--- config.mk ---
export PLATFORM = sky130hd
export DESIGN_NAME = exc_flush_sequencer_flat
export DESIGN_NICKNAME = d
export VERILOG_FILES = /design/src/rtl/exc_flush_sequencer_if.sv /design/src/rtl/exc_flush_sequencer.sv /design/src/flat_wrapper.sv
export SDC_FILE = /design/constraint.sdc
export NUM_CORES = 1
export LEC_CHECK = 0
export BUFFER_PORTS_ARGS = -buffer_cell sky130_fd_sc_hd__buf_2
export CAP_MARGIN = 5
export CORE_ASPECT_RATIO = 0.9
export CORE_MARGIN = 1.5
export CORE_UTILIZATION = 45
export DETAILED_ROUTE_END_ITERATION = 10
export PLACE_DENSITY = 0.81
export SYNTH_ARGS = -nofsm -noshare
export SYNTH_HDL_FRONTEND = slang
export SYNTH_SLANG_ARGS = --single-unit
--- constraint.sdc ---
create_clock -name clk -period 2.4 [get_ports clk]
set_input_delay 0.12 -clock clk [delete_from_list [all_inputs] [get_ports clk]]
set_output_delay 0.12 -clock clk [all_outputs]
set_load 0.05 [all_outputs]
--- src/rtl/exc_flush_sequencer_if.sv ---
`default_nettype none
// ============================================================================
// Module      : exc_flush_sequencer_if
// Description : Request, bus-activity, CP0 and redirect signals of the
//               exception flush sequencer.
// Revision    : 1.0 - initial release
// ============================================================================
interface exc_flush_sequencer_if;
    logic        exc_req;
    logic        exc_is_eret;
    logic [4:0]  exc_code;
    logic [31:0] exc_epc;
    logic [31:0] exc_new_pc;
    logic        dbus_issue;
    logic        dbus_resp;
    logic        ibus_busy;
    logic        redirect_ready;
    logic        pipe_stall;
    logic        pipe_flush;
    logic        cp0_exp_we;
    logic        cp0_eret_we;
    logic [4:0]  cp0_exp_code;
    logic [31:0] cp0_exp_epc;
    logic        redirect_valid;
    logic [31:0] redirect_pc;
    logic        seq_busy;
    logic        drain_timeout;

    // Environment side: exception unit, bus monitors and fetch
    modport master (
        output exc_req, exc_is_eret, exc_code, exc_epc, exc_new_pc,
        output dbus_issue, dbus_resp, ibus_busy, redirect_ready,
        input  pipe_stall, pipe_flush, cp0_exp_we, cp0_eret_we,
        input  cp0_exp_code, cp0_exp_epc, redirect_valid, redirect_pc,
        input  seq_busy, drain_timeout
    );

    // Sequencer side
    modport slave (
        input  exc_req, exc_is_eret, exc_code, exc_epc, exc_new_pc,
        input  dbus_issue, dbus_resp, ibus_busy, redirect_ready,
        output pipe_stall, pipe_flush, cp0_exp_we, cp0_eret_we,
        output cp0_exp_code, cp0_exp_epc, redirect_valid, redirect_pc,
        output seq_busy, drain_timeout
    );
endinterface
`default_nettype wire

--- src/rtl/exc_flush_sequencer.sv ---
`default_nettype none
// ============================================================================
// Module      : exc_flush_sequencer
// Description : Exception/ERET sequencer: stall, drain bus traffic, commit to
//               CP0 with a one-cycle flush, then redirect fetch.
//               Optional DRAIN timeout enabled by EXC_DRAIN_TIMEOUT_EN.
// Revision    : 1.0 - initial release
// ============================================================================
module exc_flush_sequencer #(
    parameter int OUTST_W     = 2,
    parameter int TIMEOUT_CYC = 255
) (
    input  wire logic            clk,
    input  wire logic            resetn,
    exc_flush_sequencer_if.slave bus
);

    typedef enum logic [1:0] {
        S_IDLE     = 2'd0,
        S_DRAIN    = 2'd1,
        S_COMMIT   = 2'd2,
        S_REDIRECT = 2'd3
    } state_t;

    localparam logic [OUTST_W-1:0] c_OUTST_MAX = '1;

    state_t             r_state;
    state_t             w_next_state;
    logic [OUTST_W-1:0] r_outst;
    logic [OUTST_W-1:0] w_outst_next;
    logic [4:0]         r_code;
    logic [31:0]        r_epc;
    logic [31:0]        r_new_pc;
    logic               r_eret;
    logic               w_drained;
    logic               w_timeout;
    logic               w_pipe_flush;
    logic               w_exp_we;
    logic               w_eret_we;
    logic               w_redirect_valid;

    always_comb begin
        w_outst_next = r_outst;
        if (bus.dbus_issue && !bus.dbus_resp && (r_outst != c_OUTST_MAX)) begin
            w_outst_next = r_outst + 1'b1;
        end else if (bus.dbus_resp && !bus.dbus_issue && (r_outst != '0)) begin
            w_outst_next = r_outst - 1'b1;
        end
    end

    // A response arriving this cycle already counts as drained
    assign w_drained = (w_outst_next == '0) && !bus.ibus_busy;

`ifdef EXC_DRAIN_TIMEOUT_EN
    localparam int c_TO_W = $clog2(TIMEOUT_CYC + 1);

    logic [c_TO_W-1:0] r_to_cnt;

    always_ff @(posedge clk or negedge resetn) begin
        if (!resetn) begin
            r_to_cnt <= '0;
        end else if (r_state != S_DRAIN) begin
            r_to_cnt <= '0;
        end else begin
            r_to_cnt <= r_to_cnt + 1'b1;
        end
    end

    // Fires in the TIMEOUT_CYC-th DRAIN cycle unless the bus drained anyway
    assign w_timeout = (r_state == S_DRAIN) && !w_drained &&
                       (r_to_cnt == c_TO_W'(TIMEOUT_CYC - 1));
`else
    // TIMEOUT_CYC has no effect without the timeout feature
    assign w_timeout = 1'b0 & (TIMEOUT_CYC != 0);
`endif

    always_ff @(posedge clk or negedge resetn) begin
        if (!resetn) begin
            r_state  <= S_IDLE;
            r_outst  <= '0;
            r_code   <= '0;
            r_epc    <= '0;
            r_new_pc <= '0;
            r_eret   <= 1'b0;
        end else begin
            r_state <= w_next_state;
            r_outst <= w_timeout ? '0 : w_outst_next;
            if ((r_state == S_IDLE) && bus.exc_req) begin
                r_code   <= bus.exc_code;
                r_epc    <= bus.exc_epc;
                r_new_pc <= bus.exc_new_pc;
                r_eret   <= bus.exc_is_eret;
            end
        end
    end

    always_comb begin
        w_next_state     = r_state;
        w_pipe_flush     = 1'b0;
        w_exp_we         = 1'b0;
        w_eret_we        = 1'b0;
        w_redirect_valid = 1'b0;
        case (r_state)
            S_IDLE: begin
                if (bus.exc_req) begin
                    w_next_state = S_DRAIN;
                end
            end
            S_DRAIN: begin
                if (w_drained || w_timeout) begin
                    w_next_state = S_COMMIT;
                end
            end
            S_COMMIT: begin
                w_pipe_flush = 1'b1;
                w_exp_we     = !r_eret;
                w_eret_we    = r_eret;
                w_next_state = S_REDIRECT;
            end
            S_REDIRECT: begin
                w_redirect_valid = 1'b1;
                if (bus.redirect_ready) begin
                    w_next_state = S_IDLE;
                end
            end
            default: begin
                w_next_state = S_IDLE;
            end
        endcase
    end

    assign bus.pipe_stall     = (r_state != S_IDLE) || bus.exc_req;
    assign bus.pipe_flush     = w_pipe_flush;
    assign bus.cp0_exp_we     = w_exp_we;
    assign bus.cp0_eret_we    = w_eret_we;
    assign bus.cp0_exp_code   = r_code;
    assign bus.cp0_exp_epc    = r_epc;
    assign bus.redirect_valid = w_redirect_valid;
    assign bus.redirect_pc    = r_new_pc;
    assign bus.seq_busy       = (r_state != S_IDLE);
    assign bus.drain_timeout  = w_timeout;

endmodule
`default_nettype wire
--- src/flat_wrapper.sv ---
// flat-port wrapper written by rule: the top's interface ports become plain ports
module exc_flush_sequencer_flat 
#(
    parameter int OUTST_W     = 2,
    parameter int TIMEOUT_CYC = 255
)
  (clk, resetn, bus_exc_req, bus_exc_is_eret, bus_exc_code, bus_exc_epc, bus_exc_new_pc, bus_dbus_issue, bus_dbus_resp, bus_ibus_busy, bus_redirect_ready, bus_pipe_stall, bus_pipe_flush, bus_cp0_exp_we, bus_cp0_eret_we, bus_cp0_exp_code, bus_cp0_exp_epc, bus_redirect_valid, bus_redirect_pc, bus_seq_busy, bus_drain_timeout);
  exc_flush_sequencer_if bus_i ();
  input  wire logic clk;
  input  wire logic resetn;
  input wire logic [$bits(bus_i.exc_req)-1:0] bus_exc_req;
  input wire logic [$bits(bus_i.exc_is_eret)-1:0] bus_exc_is_eret;
  input wire logic [$bits(bus_i.exc_code)-1:0] bus_exc_code;
  input wire logic [$bits(bus_i.exc_epc)-1:0] bus_exc_epc;
  input wire logic [$bits(bus_i.exc_new_pc)-1:0] bus_exc_new_pc;
  input wire logic [$bits(bus_i.dbus_issue)-1:0] bus_dbus_issue;
  input wire logic [$bits(bus_i.dbus_resp)-1:0] bus_dbus_resp;
  input wire logic [$bits(bus_i.ibus_busy)-1:0] bus_ibus_busy;
  input wire logic [$bits(bus_i.redirect_ready)-1:0] bus_redirect_ready;
  output wire logic [$bits(bus_i.pipe_stall)-1:0] bus_pipe_stall;
  output wire logic [$bits(bus_i.pipe_flush)-1:0] bus_pipe_flush;
  output wire logic [$bits(bus_i.cp0_exp_we)-1:0] bus_cp0_exp_we;
  output wire logic [$bits(bus_i.cp0_eret_we)-1:0] bus_cp0_eret_we;
  output wire logic [$bits(bus_i.cp0_exp_code)-1:0] bus_cp0_exp_code;
  output wire logic [$bits(bus_i.cp0_exp_epc)-1:0] bus_cp0_exp_epc;
  output wire logic [$bits(bus_i.redirect_valid)-1:0] bus_redirect_valid;
  output wire logic [$bits(bus_i.redirect_pc)-1:0] bus_redirect_pc;
  output wire logic [$bits(bus_i.seq_busy)-1:0] bus_seq_busy;
  output wire logic [$bits(bus_i.drain_timeout)-1:0] bus_drain_timeout;
  assign bus_i.exc_req = bus_exc_req;
  assign bus_i.exc_is_eret = bus_exc_is_eret;
  assign bus_i.exc_code = bus_exc_code;
  assign bus_i.exc_epc = bus_exc_epc;
  assign bus_i.exc_new_pc = bus_exc_new_pc;
  assign bus_i.dbus_issue = bus_dbus_issue;
  assign bus_i.dbus_resp = bus_dbus_resp;
  assign bus_i.ibus_busy = bus_ibus_busy;
  assign bus_i.redirect_ready = bus_redirect_ready;
  assign bus_pipe_stall = bus_i.pipe_stall;
  assign bus_pipe_flush = bus_i.pipe_flush;
  assign bus_cp0_exp_we = bus_i.cp0_exp_we;
  assign bus_cp0_eret_we = bus_i.cp0_eret_we;
  assign bus_cp0_exp_code = bus_i.cp0_exp_code;
  assign bus_cp0_exp_epc = bus_i.cp0_exp_epc;
  assign bus_redirect_valid = bus_i.redirect_valid;
  assign bus_redirect_pc = bus_i.redirect_pc;
  assign bus_seq_busy = bus_i.seq_busy;
  assign bus_drain_timeout = bus_i.drain_timeout;
  exc_flush_sequencer #(.OUTST_W(OUTST_W), .TIMEOUT_CYC(TIMEOUT_CYC)) u_core (.clk(clk), .resetn(resetn), .bus(bus_i));
endmodule
=== Word level (Yosys, flattened, before mapping) ===
Cells that the tools add are included.

* Flip-flop bits (word level): 74

* Muxes and demuxes: 10
* Reduce and logical (&&, ||, !) cells: 16
* Eq/ne operators: 7
* $add $sub $neg: 2

{| class="wikitable"
|+ Operator list
! operator !! number
|-
| $mux 2 || 5
|-
| $pmux 2 s4 || 1
|-
| $logic_and 1x1->1 || 6
|-
| $ne 2x2->1 const B || 3
|-
| $eq 2x2->1 const B || 2
|-
| $logic_not 1->1 || 4
|-
| $logic_not 2->1 || 2
|-
| $mux 1 || 4
|-
| $reduce_bool 2->1 || 2
|-
| $reduce_and 3->1 || 1
|-
| $add 2x1->2 const B || 1
|-
| $eq 2x1->1 const B || 1
|-
| $ne 2x1->1 const B || 1
|-
| $sub 2x1->2 const B || 1
|-
| $logic_or 1x1->1 || 1
|}

=== Depth between registers and ports, before layout ===
Gate-level depths: netlist of run 1.

* Depth in word-level cells: 9
* Depth in mapped cells: 7
* Mapped depth without buffers: 7

=== Worst setup path after synthesis of run 1 ===
OpenSTA, ideal clock, no wires.

* Path type: register to register
* Start: reg u_core.r_state[0]
* End: reg u_core.r_state[1]
* Arrival time: 2.116 ns
* Slack: 0.159 ns
* Period minus slack after synthesis: 2.241 ns
* Required time: 2.275 ns
* Stages on the path, launching flop included: 8
* Path buffers: 0
* Cells stage by stage: dfrtp_1 inv_1 ha_1 nand2b_1 o21ai_1 or2_2 o32ai_2 mux2_4

* Longest elaborated chain between the ends: 3
* Elaborated cells on any way between the ends: 9
* Classes of those cells: eq/ne (6); mux (1); reduce/logical (2)

{| class="wikitable"
|+ Ends and longest elaborated chain
! what !! RTL line !! source
|-
| from (decl) || exc_flush_sequencer.sv:27 || <nowiki>state_t r_state;</nowiki>
|-
| from (signal assigned) || exc_flush_sequencer.sv:86 || <nowiki>r_state <= w_next_state;</nowiki>
|-
| $eq 2x1->1, or another cell as far along || exc_flush_sequencer.sv:103 || <nowiki>case (r_state)</nowiki>
|-
| $ne 2x1->1 (no source line) or $ne 2x2->1 (tied branches) || - ||
|-
| $reduce_and 3->1 (no source line) || - ||
|}

Several ways; a longest one is shown, not always the timed one.
A chain may end at the register's enable or synchronous reset.

=== Worst setup path in the final report of run 1 ===
Same ends and word-level chain as after synthesis.

==> run_results.csv, run 1 <==
group,metric,value,unit
run_status,status,"finished clean",
logic_synthesis,ys_types,23,
cells_and_area,layout_commonest_cell,"buf_2",
timing,fmax,511,MHz
logic_synthesis,synth_area_leaders,"dfrtp_1 63%, mux2_2 27%, ha_1 3.0%",
clocking,post_cts_resized,0,
die,io_pins,153,
worst_setup_path,crit_chain,"inv_1 -> ha_1 -> nand2b_1 -> o21ai_1 -> or2_2 -> o32ai_2 -> mux2_4",
worst_setup_path,cp.required,2.61,ns
die,die_h,79.8,um
routing,antenna_left,0,
timing,worst_slack,0.445,ns
die,die_w,88.3,um
timing,min_period_over_period,81.5,%
timing,post-route-min-period,1.96,ns
clocking,cts_tree,"built",
logic_synthesis,synth_seq_area_share,62.8,%
routing,via_per_inst,4.68,
routing,wl,6060,um
cells_and_area,diodes,0,
worst_hold_path,min_path_type,"primary input to register",
flow_run,drv_cap,0,
grt,grt_pass1_wl,9620,um
grt,grt_max_degree,43,
logic_synthesis,synth_area,2950,um^2
grt,grt_pass1_vias,2141,
timing,final.setup.tns,0,ns
cells_and_area,nets,438,
worst_setup_path,slowest_stage,"dfrtp_1",
place,dp_slack,0.443,ns
timing,tightest_slew,0.743,ns
worst_setup_path,crit_path_end_kind,"register",
clocking,clockBufferDepth,2,
die,die_area,7050,um^2
grt,grt_overflow,0,
logic_synthesis,syn_avg_cell_area,15.8,um^2
place,dp_hpwl,4490,um
routing,dr.pass1.iters,4,
timing,rsz0062_at_grt,"no",
cells_and_area,post_route_cells_drive_above_1_share,68.4,%
routing,drc,0,
die,placeableCoreArea,6220,um^2
clocking,hold_buffers,6,
worst_setup_path,path_max_fanout,4,
worst_setup_path,critPathBufInv,1,
worst_setup_path,crit_family,"simple AND/OR/NAND/NOR gates",
timing,finalHoldViolCount,0,
routing,via_count,2084,
timing,setup_viol,0,
place,gp_congestion,0.733,
worst_hold_path,min_path_cells,2,
clocking,clkTransAtPathRegs,0.08,ns
clocking,cts-root-buf,"clkbuf_8",
clocking,cts_buffers,9,
timing,final_max_slew_viol_count,0,
cells_and_area,syn2layout_area_growth,38.9,%
worst_setup_path,cpPeakStageDelay,0.39,ns
grt,track_usage,18.2,%
worst_setup_path,startpoint_type,"register",
logic_synthesis,syn_inst,186,
timing,skew,0.00903,ns
worst_setup_path,worstPathArrival,2.16,ns
logic_synthesis,synth_nets,270,
routing,drt_iter0_markers,30,
clocking,post-cts-setup-buffer-count,0,
clocking,clock_latency,0.33,ns
logic_synthesis,synth_top_area_cell,"dfrtp_1",
die,initial_utilization,47.4,%
grt,antenna_found_initial,0,
logic_synthesis,synth_top_area_share,62.8,%
die,rows,27,
clocking,numClockSinks,74,
logic_synthesis,ys_ff_latch,74,
logic_synthesis,synth-warning-count,0,
worst_setup_path,reg2reg_depth,7,
worst_setup_path,crit_cells,7,
routing,post_drt_wl_per_cell,13.6,um
cells_and_area,final_cell_mix,"151 x buf_2, 74 x dfrtp_1, 70 x mux2_2, 11 x dlygate4sd3_1, 10 x clkbuf_8",
place,portBuffers,151,
worst_setup_path,worst-setup-path-type,"register to register",
timing,max_slew_margin,50.5,%
clocking,htreeDepth,3,
[final cells by class]
| type | instances | area [um^2] |
|---|---|---|
| clock buffer | 10 | 138 |
| clock inverter | 5 | 31.3 |
| fill | 503 | 2120 |
| inverter | 6 | 22.5 |
| multi-input combinational | 98 | 1040 |
| sequential | 74 | 1850 |
| tap | 87 | 109 |
| timing repair buffer | 165 | 901 |
[logic make-up (layout without fill, tap and decap cells)]
| family | count (synthesis) | after routing | synth area share, % |
|---|---|---|---|
| compound gates | 5 | 5 | 1.70 |
| xor+xnor | 1 | 1 | 0.297 |
| fa+ha+maj | 7 | 7 | 2.97 |
| buf+inv | 14 | 186 | 1.91 |
| flops | 74 | 74 | 62.8 |
| mux | 73 | 73 | 27.9 |
| other cells | 1 | 1 | 0.127 |
| simple gates | 11 | 11 | 2.25 |
[worst paths after layout]
check / endpoint / start / slack, ns
hold reg to reg: u_core.bus.redirect_pc[25] / u_core.bus.redirect_pc[25] / 0.50
hold / removal: u_core.bus.cp0_exp_epc[7] / bus_exc_epc[7] / 0.02
setup reg to reg: u_core.r_state[1] / u_core.r_state[0] / 0.44
max in group asynchronous: u_core.bus.cp0_exp_epc[29] / resetn / 1.32
min in group asynchronous: u_core.bus.cp0_exp_epc[10] / resetn / 0.39
setup / recovery: u_core.r_state[1] / u_core.r_state[0] / 0.44
[synth_stat cells, drive strengths merged]
master,count
nand2b,1
nand2,1
and2,1
mux2i,2
mux2,71
dfrtp,74
o21ai,1
o21a,1
ha,7
a22o,1
conb,1
o32ai,1
or2,1
nor3,2
nor2,2
nor2b,3
xnor2,1
inv,6
buf,8
a211oi,1
[layer usage]
| layer | track usage, % | share of wire (%) | up-vias |
|---|---|---|---|
| met3 | 7.65 | 8.6 | 10 |
| met4 | 7.81 | 1.5 | 0 |
| met2 | 31.2 | 51 | 96 |
| met5 | 0 | 0 | - |
| met1 | 19.4 | 38 | 1002 |
| li1 | - | - | 976 |
[registers in the layout (all words and copies together), names as in the netlist]
| register | count |
|---|---|
| u_core.bus.cp0_exp_epc | 32 |
| u_core.bus.redirect_pc | 32 |
| u_core.bus.cp0_exp_code | 5 |
| u_core.r_outst | 2 |
| u_core.r_state | 2 |
| u_core.r_eret | 1 |
[stage by stage]
stage / area [um^2] / hold WS (ns) / util, % / instances
global placement: 3820 / 0.219 / 61.4 / 419
global route: 4100 / 0.00128 / 65.9 / 445
floorplan: 2950 / -0.176 / - / 186
CTS: 4050 / 0.00112 / 65.1 / 440
detailed placement: 3820 / 0.232 / 61.4 / 419
finish: 4100 / 0.0191 / 65.9 / 445
[worst reg2reg max path, stage by stage, from the launching register on]
cell and delay, ns:
dfrtp_1 0.39, inv_1 0.10, ha_1 0.25, nand2b_1 0.11, o21ai_1 0.09, or2_2 0.29
o32ai_2 0.28, mux2_4 0.33
Power of run 1 is left out: the tool's default activity adds up to more than one toggle a clock period on the data nets, which glitch-free logic cannot reach.
==> run 2, diff against run 1 <==
ABC_AREA = 1   (was default)
CORE_UTILIZATION = 41   (was 45)
PLACE_DENSITY = 0.77   (was 0.81)
clock period = 1.7 ns   (was 2.4 ns; I/O delays follow)
==> run_results.csv, run 2 <==
group,metric,value,unit
run_status,status,"finished clean",
logic_synthesis,netlist_top_cells_count,"74 x dfrtp_1, 70 x mux2_2, 13 x inv_1, 11 x nand2_1, 8 x buf_4",
routing,drt_iter0_markers,43,
cells_and_area,fillers,522,
cells_and_area,regArea,1850,um^2
clocking,htreeDepth,3,
place,gp_congestion,0.771,
timing,skew,0.00722,ns
die,die_h,84.3,um
place,dp_hpwl,4520,um
die,die_w,93.3,um
grt,grt_pass1_wl,11800,um
timing,setup_viol,0,
clocking,clockBufferDepth,2,
timing,final.setup.tns,0,ns
logic_synthesis,synth_ff_type,"dfrtp_1",
grt,grt_overflow,0,
logic_synthesis,synth_edf_count,0,
timing,max_slew_margin,66.4,%
routing,wl,7250,um
logic_synthesis,syn_inst,203,
die,initial_utilization,42.5,%
cells_and_area,multi_input_area,1060,um^2
worst_setup_path,crit_path_end_kind,"output pin",
worst_setup_path,r2r-start,"u_core.r_outst[0]",
logic_synthesis,async_flop_share,100,%
logic_synthesis,synth_top_area_share,61.5,%
routing,dr.pass1.iters,4,
grt,grt_pass1_vias,2553,
clocking,cts_tree,"built",
routing,antenna_left,0,
timing,post-route-min-period,1.61,ns
routing,via_per_inst,4.53,
timing,tightest_slew,0.504,ns
logic_synthesis,ys_ff_latch,74,
clocking,cts_buffers,9,
timing,rsz0062_at_grt,"no",
clocking,clkTransAtPathRegs,0.07,ns
place,portBuffers,151,
timing,min_period_over_period,94.5,%
worst_hold_path,min_path_type,"primary input to register",
logic_synthesis,syn_avg_cell_area,14.8,um^2
logic_synthesis,synth_nets,287,
worst_setup_path,startpoint,"u_core.r_state[1]",
grt,track_usage,19.3,%
place,dp_slack,0.161,ns
timing,final_max_slew_viol_count,0,
logic_synthesis,yosysMostFrequentCell,"dfrtp_1",
routing,post_drt_wl_per_cell,13.7,um
grt,grt_max_degree,40,
die,io_pins,153,
worst_setup_path,startpoint_type,"register",
grt,antenna_found_initial,0,
flow_run,drv_cap,0,
cells_and_area,final_cell_mix,"149 x buf_2, 74 x dfrtp_1, 71 x dlygate4sd3_1, 70 x mux2_2",
clocking,numClockSinks,74,
timing,worst_slack,0.0939,ns
cells_and_area,layout_commonest_cell,"buf_2",
die,rows,29,
timing,fmax,623,MHz
logic_synthesis,synth-warning-count,0,
routing,drc,0,
timing,finalHoldViolCount,0,
die,placeableCoreArea,7080,um^2
logic_synthesis,synth_seq_area_share,61.5,%
worst_hold_path,hold_path.startpoint,"bus_dbus_issue",
clocking,clock_latency,0.33,ns
logic_synthesis,ys_types,17,
cells_and_area,nets,517,
logic_synthesis,synth_top_area_cell,"dfrtp_1",
routing,via_count,2402,
logic_synthesis,synth_area,3010,um^2
worst_setup_path,worst-setup-path-type,"register to output pin",
worst_setup_path,cp.required,1.62,ns
die,die_area,7860,um^2
clocking,cts-root-buf,"clkbuf_8",
logic_synthesis,synth_area_leaders,"dfrtp_1 62%, mux2_2 26%, ha_1 2.9%",
worst_setup_path,r2r_slack,0.16,ns
worst_setup_path,worstPathArrival,1.52,ns
cells_and_area,post_route_cells_drive_above_1_share,59.3,%
cells_and_area,diodes,0,
worst_setup_path,path_max_fanout,3,
cells_and_area,syn2layout_area_growth,60.5,%
-- run 2: changes by cell type after synthesis, moves of 3 or more --
cell | before | now
nand2_2 | 0 | 3
nand3_1 | 0 | 3
inv_1 | 6 | 13
nand2_1 | 1 | 11
buf_1 | 7 | 0
buf_4 | 1 | 8
-- run 2: layout make-up --
type	instances	area share (%)
clock buffers	10	2.85
clock inverters	5	1.14
inverters	15	1.24
multi-input cells	106	22.0
flip-flops and latches	74	38.4
well taps	93	2.41
repair buffers	227	32.0
-- run 2: metrics by stage --
stage	hold WS [ns]	cells	utilization (%)	instance area, um^2
6_report	0.137	530	68.2	4830
5_1_grt	0.133	530	68.2	4830
4_1_cts	0.120	528	68.0	4810
3_5_place_dp	0.0888	442	55.2	3910
3_3_place_gp	0.0954	442	55.2	3910
2_1_floorplan	-0.211	203	-	3030
-- run 2: path summary, 6_finish.rpt --
path	cells past startpoint	endpoint
worst max-delay path	5	bus_pipe_stall
worst min-delay path	4	u_core.r_outst[1]
worst max register to register	12	u_core.r_state[1]
worst min register to register	1	u_core.bus.redirect_pc[12]
max in group asynchronous	3	u_core.bus.cp0_exp_epc[4]
min in group asynchronous	2	u_core.bus.redirect_pc[31]
-- run 2: per-layer routing --
layer  share of wire [%]  GRT usage, %
met1                  38          20.0
met2                  54          36.8
met3                 5.9          3.80
met4                 1.8          8.68
met5                   0             0
-- run 2: what timing repair did --
item                       CTS  global route
hold endpoints to repair   108             0
setup buffers                0             2
setup endpoints to repair    0             1
hold buffers                71             0
resized for setup            0             1
-- run 2: cell families (layout without fill, tap and decap cells) --
family,after synthesis,count (layout),share of synthesized area [%]
flip-flops,74,74,61.5
multiplexers,70,70,26.2
AND/OR/NAND/NOR,25,25,4.62
buffers and inverters,23,257,3.87
adder cells (fa/ha/maj),7,7,2.91
AO/OA/AOI/OAI,3,3,0.748
other,1,1,0.125
-- run 2: critical path, cell delays in order (launching register included) --
cell	delay (ns)
dfrtp_1	0.40
inv_2	0.10
ha_4	0.16
clkinvlp_4	0.08
or2_4	0.24
clkbuf_4	0.21
Power of run 2 is left out for the same reason.
